--- src/rtl/bus_pkg.sv ---
// Shared bus phase codes and target FSM encoding; CPU-side logic imports the same phase codes.
package bus_pkg;

  localparam logic [1:0] PH_ADDR_LO = 2'b00;
  localparam logic [1:0] PH_ADDR_HI = 2'b01;
  localparam logic [1:0] PH_READ    = 2'b10;
  localparam logic [1:0] PH_WRITE   = 2'b11;

  localparam logic [1:0] ST_IDLE    = 2'b00;
  localparam logic [1:0] ST_MEM     = 2'b01;
  localparam logic [1:0] ST_ACK     = 2'b10;
  localparam logic [1:0] ST_RELEASE = 2'b11;

endpackage

--- src/rtl/bit_sync.sv ---
// Multi-flop synchroniser for a single asynchronous bit, cleared by async active-low reset.
module bit_sync #(
  parameter int unsigned STAGES = 2
) (
  input  logic clk,
  input  logic rst_n,
  input  logic d,
  output logic q
);

  (* keep = "true" *) logic [STAGES-1:0] sync_q;

  always_ff @(posedge clk or negedge rst_n) begin
    if (!rst_n) begin
      sync_q <= '0;
    end else begin
      sync_q <= {sync_q[STAGES-2:0], d};
    end
  end

  assign q = sync_q[STAGES-1];

endmodule

--- src/rtl/bus_target.sv ---
// Four-phase CPU bus target bridging to a simple strobe/ready memory port.
module bus_target
  import bus_pkg::*;
#(
  parameter int unsigned SYNC_STAGES = 2
) (
  input  logic        clk,
  input  logic        rst_n,
  input  logic        bus_req,
  input  logic [1:0]  bus_state,
  input  logic [7:0]  bus_data_in,
  output logic        bus_ack,
  output logic [7:0]  bus_data_out,
  output logic        bus_data_oe,
  output logic [15:0] mem_addr,
  output logic        mem_read,
  output logic        mem_write,
  output logic [7:0]  mem_wdata,
  input  logic [7:0]  mem_rdata,
  input  logic        mem_ready,
  output logic        proto_err
);

  logic        req_s;
  logic [1:0]  state_q, state_d;
  logic [15:0] addr_q, addr_d;
  logic        abort_q, abort_d;
  logic        ack_q, ack_d;
  logic        oe_q, oe_d;
  logic [7:0]  rdata_q, rdata_d;
  logic        rd_q, rd_d;
  logic        wr_q, wr_d;
  logic [7:0]  wdata_q, wdata_d;
  logic        err_q, err_d;

  bit_sync #(
    .STAGES (SYNC_STAGES)
  ) u_req_sync (
    .clk   (clk),
    .rst_n (rst_n),
    .d     (bus_req),
    .q     (req_s)
  );

  always_comb begin
    state_d = state_q;
    addr_d  = addr_q;
    abort_d = abort_q;
    ack_d   = ack_q;
    oe_d    = oe_q;
    rdata_d = rdata_q;
    rd_d    = rd_q;
    wr_d    = wr_q;
    wdata_d = wdata_q;
    err_d   = err_q;
    case (state_q)
      ST_IDLE: begin
        if (req_s) begin
          abort_d = 1'b0;
          case (bus_state)
            PH_ADDR_LO: begin
              addr_d[7:0] = bus_data_in;
              ack_d       = 1'b1;
              state_d     = ST_ACK;
            end
            PH_ADDR_HI: begin
              addr_d[15:8] = bus_data_in;
              ack_d        = 1'b1;
              state_d      = ST_ACK;
            end
            PH_READ: begin
              rd_d    = 1'b1;
              state_d = ST_MEM;
            end
            default: begin
              wdata_d = bus_data_in;
              wr_d    = 1'b1;
              state_d = ST_MEM;
            end
          endcase
        end
      end
      ST_MEM: begin
        // A request withdrawn mid-access is remembered so the CPU never sees a late ack.
        if (!req_s) begin
          abort_d = 1'b1;
          err_d   = 1'b1;
        end
        if (mem_ready) begin
          rd_d = 1'b0;
          wr_d = 1'b0;
          if (abort_d) begin
            state_d = ST_RELEASE;
          end else begin
            ack_d   = 1'b1;
            state_d = ST_ACK;
            if (rd_q) begin
              rdata_d = mem_rdata;
              oe_d    = 1'b1;
            end
          end
        end
      end
      ST_ACK: begin
        if (!req_s) begin
          ack_d   = 1'b0;
          oe_d    = 1'b0;
          state_d = ST_IDLE;
        end
      end
      default: begin
        state_d = ST_IDLE;
      end
    endcase
  end

  always_ff @(posedge clk or negedge rst_n) begin
    if (!rst_n) begin
      state_q <= ST_IDLE;
      addr_q  <= '0;
      abort_q <= 1'b0;
      ack_q   <= 1'b0;
      oe_q    <= 1'b0;
      rdata_q <= '0;
      rd_q    <= 1'b0;
      wr_q    <= 1'b0;
      wdata_q <= '0;
      err_q   <= 1'b0;
    end else begin
      state_q <= state_d;
      addr_q  <= addr_d;
      abort_q <= abort_d;
      ack_q   <= ack_d;
      oe_q    <= oe_d;
      rdata_q <= rdata_d;
      rd_q    <= rd_d;
      wr_q    <= wr_d;
      wdata_q <= wdata_d;
      err_q   <= err_d;
    end
  end

  assign bus_ack      = ack_q;
  assign bus_data_oe  = oe_q;
  assign bus_data_out = rdata_q;
  assign mem_addr     = addr_q;
  assign mem_read     = rd_q;
  assign mem_write    = wr_q;
  assign mem_wdata    = wdata_q;
  assign proto_err    = err_q;

endmodule

--- config.mk ---
export PLATFORM = sky130hd
export DESIGN_NAME = bus_target
export DESIGN_NICKNAME = d
export VERILOG_FILES = /design/src/rtl/bus_pkg.sv /design/src/rtl/bit_sync.sv /design/src/rtl/bus_target.sv
export SDC_FILE = /design/constraint.sdc
export NUM_CORES = 1
export LEC_CHECK = 0
export CORE_UTILIZATION = 67
export CTS_BUF_LIST = sky130_fd_sc_hd__clkbuf_4 sky130_fd_sc_hd__clkbuf_8
export DETAILED_ROUTE_END_ITERATION = 7
export DONT_BUFFER_PORTS = 1
export GPL_TIMING_DRIVEN = 0
export PLACE_DENSITY = 0.84
export SETUP_SLACK_MARGIN = 0.02
export SLEW_MARGIN = 20
export SYNTH_ARGS = -nofsm -noshare
export SYNTH_HDL_FRONTEND = slang
export SYNTH_SLANG_ARGS = --single-unit
--- constraint.sdc ---
create_clock -name clk -period 4.1 [get_ports clk]
set_clock_uncertainty 0.05 [all_clocks]
set_input_delay 0.41 -clock clk [delete_from_list [all_inputs] [get_ports clk]]
set_output_delay 0.41 -clock clk [all_outputs]
set_load 0.01 [all_outputs]
==> metrics.cfg <==
[synthesis]
avgSynthCellArea_um2 = 15.10
syn-num-nets = 134
synth_cells = 112
ys_types = 23
yosysSeqAreaShare = 0.6213
ys_seq_elements = 42
yosysWarnings = 0
syn-cell-area_mm2 = 0.001692

[floorplan]
start_util = 0.7364
fp-row-count = 17
die_y_um = 52.25
die_area_mm2 = 0.002730
io_pins = 59
chipWidth_um = 52.25
core_mm2 = 0.002297

[outcome]
outcome = complete, no violations

[drt]
ant_nets = 0
drcViolationCount = 0
wl_per_cell_um = 20.05
first_iter_violations = 18
drt-vias-per-instance = 6.167
vias = 925
routed_wl_um = 3008
first_pass_iters = 4

[clock_network]
clock_latency_ns = 0.34
cts_max_level = 2
path_clk_slew_ns = 0.12
clkSinkCount = 42
clock_path_buffers = 2
cts_tree = yes
numCtsBuffers = 5
clock-root-buffer = clkbuf_4

[worst_setup_path]
worstSetupPathType = reg2reg
crit_path_end_kind = flip-flop
arrival_ns = 2.13
critPathMaxFanout = 9
start_kind = flip-flop
cp.required_ns = 4.29

[power_and_ir_drop]
p_per_area_mw_per_mm2 = 743.7
p_comb_frac = 0.227
power.internal_mw = 0.8792
p_total_mw = 1.354
seqPwrFrac = 0.616
p_sw_frac = 0.3507
p_clk_frac = 0.157
power.switching_mw = 0.4748
vdd_ir_drop_max_mv = 0.4958
p_leak_nw = 0.8206

[sta]
tightestPinTransition_ns = 0.6857
max_slew_margin = 0.5403
hold_violations = 0
fin_setup_tns_ns = 0
fin_worst_hold_slack_ns = 0.03290
fin_crit_ns = 1.938
setup_violations = 0
rsz0062_at_grt = false
period_share = 0.4727
drv_slew = 0
clock.fmax_ghz = 0.5159

[place]
port_buffers = 0
post-dp-hpwl_um = 2112
place_congestion = 0.8354

[grt]
grt_antenna_before_repair = 0
met1_usage = 0.2897
met2_usage = 0.4038
grt_pass1_wl_um = 4554
first_global_vias = 951
grt_max_degree = 43
grt_usage = 0.2413
grt-busiest-layer = met2
grt_use_met3 = 0.09565
grt.overflow.total = 0

[finish]
syn2layout_area_growth_pct = 7.619
drive_gt1_frac = 0.3934
nets = 143
diodes = 0

[hold_path]
hold_class = in2reg

[flow_run]
maxCapViolCount = 0

Yosys cell counts:
library cell / count / area [um2]
inv_1: 4 / 15.01
nand2b_1: 3 / 18.77
nor2_1: 1 / 3.750
a211oi_1: 1 / 7.510
mux2_2: 24 / 270.3
and2b_1: 1 / 7.510
a21o_1: 1 / 7.510
nand3b_1: 1 / 7.510
mux2_4: 8 / 120.1
a21oi_1: 2 / 10.01
nor4_4: 1 / 21.27
or4_4: 1 / 11.26
buf_6: 2 / 22.52
o22a_1: 1 / 8.760
o21ai_0: 4 / 20.02
a31oi_1: 2 / 12.51
a31o_2: 1 / 8.760
nand2_1: 6 / 22.52
clkbuf_1: 2 / 7.510
o32a_1: 1 / 10.01
nor3_2: 2 / 20.02
a22oi_1: 1 / 7.510
dfrtp_1: 42 / 1051
power by group through the flow:
stage	Sequential [mW]	Clock, mW	Combinational, mW
after detailed placement	0.845	0	0.298
after floorplan	0.800	0	0.258
after global routing	0.857	0.231	0.333
after CTS	0.836	0.216	0.311
after global placement	0.833	0	0.275
final	0.835	0.213	0.307
through the flow:
| stage | area [um2] | utilization | cells | worst slack, ns |
|---|---|---|---|---|
| after floorplan | 1692 | - | 112 | 2.351 |
| after global placement | 1727 | 0.7516 | 140 | 2.138 |
| after detailed placement | 1727 | 0.7516 | 140 | 2.089 |
| after CTS | 1821 | 0.7925 | 150 | 2.152 |
| after global routing | 1821 | 0.7925 | 150 | 2.079 |
| final | 1821 | 0.7925 | 150 | 2.162 |
path summary, 6_finish.rpt:
path / start / to / slack, ns / depth (start not counted)
min reg2reg: u_req_sync.sync_q[0] / u_req_sync.sync_q[1] / 0.31 / 0
max reg2reg: state_q[1] / bus_data_out[4] / 2.16 / 4
max: state_q[1] / bus_data_out[4] / 2.16 / 4
max in group asynchronous: rst_n / abort_q / 3.34 / 2
min in group asynchronous: rst_n / mem_addr[1] / 0.47 / 2
min: bus_req / u_req_sync.sync_q[0] / 0.03 / 0
final cells by class:
cell class	count	area, um2
Clock inverter	2	12.51
Fill cell	136	476.7
Sequential cell	42	1051
Multi-Input combinational cell	62	595.6
Tap cell	28	35.03
Inverter	4	15.01
Clock buffer	6	51.30
Buffer	4	30.03
Timing Repair Buffer	2	30.03
kinds of logic after synthesis:
logic type / Yosys count / synth area share
buffers and inverters: 8 / 0.02663
flip-flops: 42 / 0.6213
AND/OR/NAND/NOR: 16 / 0.06657
multiplexers: 32 / 0.2308
AO/OA/AOI/OAI: 14 / 0.05474
timing repair:
action,CTS,global route
hold buffers,2,0
setup buffers,0,0
resized for setup,0,0
endpoints found under the hold margin,42,0
sequential cells by signal (all words and copies together), names as in the netlist:
signal	flops
mem_write	1
mem_read	1
bus_data_oe	1
bus_ack	1
mem_addr	16
bus_data_out	8
abort_q	1
proto_err	1
u_req_sync.sync_q	2
mem_wdata	8
state_q	2
routing by layer:
metal	vias to the layer above	part of all wire
met4	0	0.0096
met5	-	0
met3	5	0.077
met2	45	0.51
met1	458	0.40
li1	417	-
worst max-delay path, cell delays in order, from the launching register on:
cell and delay (ns):
dfrtp_1 0.46, nand2b_1 0.18, buf_6 0.14, nor3_2 0.59
mux2_2 0.41
cell usage in the layout (no fill, tap or decap):
cell type / n
a31oi_1: 2
nor4_4: 1
a21o_1: 1
nand2_1: 6
nor2_1: 1
o21ai_0: 4
clkbuf_8: 1
clkinv_2: 1
a31o_2: 1
nand3b_1: 1
o22a_1: 1
clkinvlp_4: 1
clkbuf_4: 5
mux2_2: 24
a211oi_1: 1
dfrtp_1: 42
and2b_1: 1
o32a_1: 1
inv_1: 4
nor3_2: 2
clkbuf_1: 2
or4_4: 1
dlygate4sd3_1: 1
nand2b_1: 3
mux2_4: 8
a22oi_1: 1
buf_12: 1
a21oi_1: 2
buf_6: 2
Power figures use the tool's default switching activity.
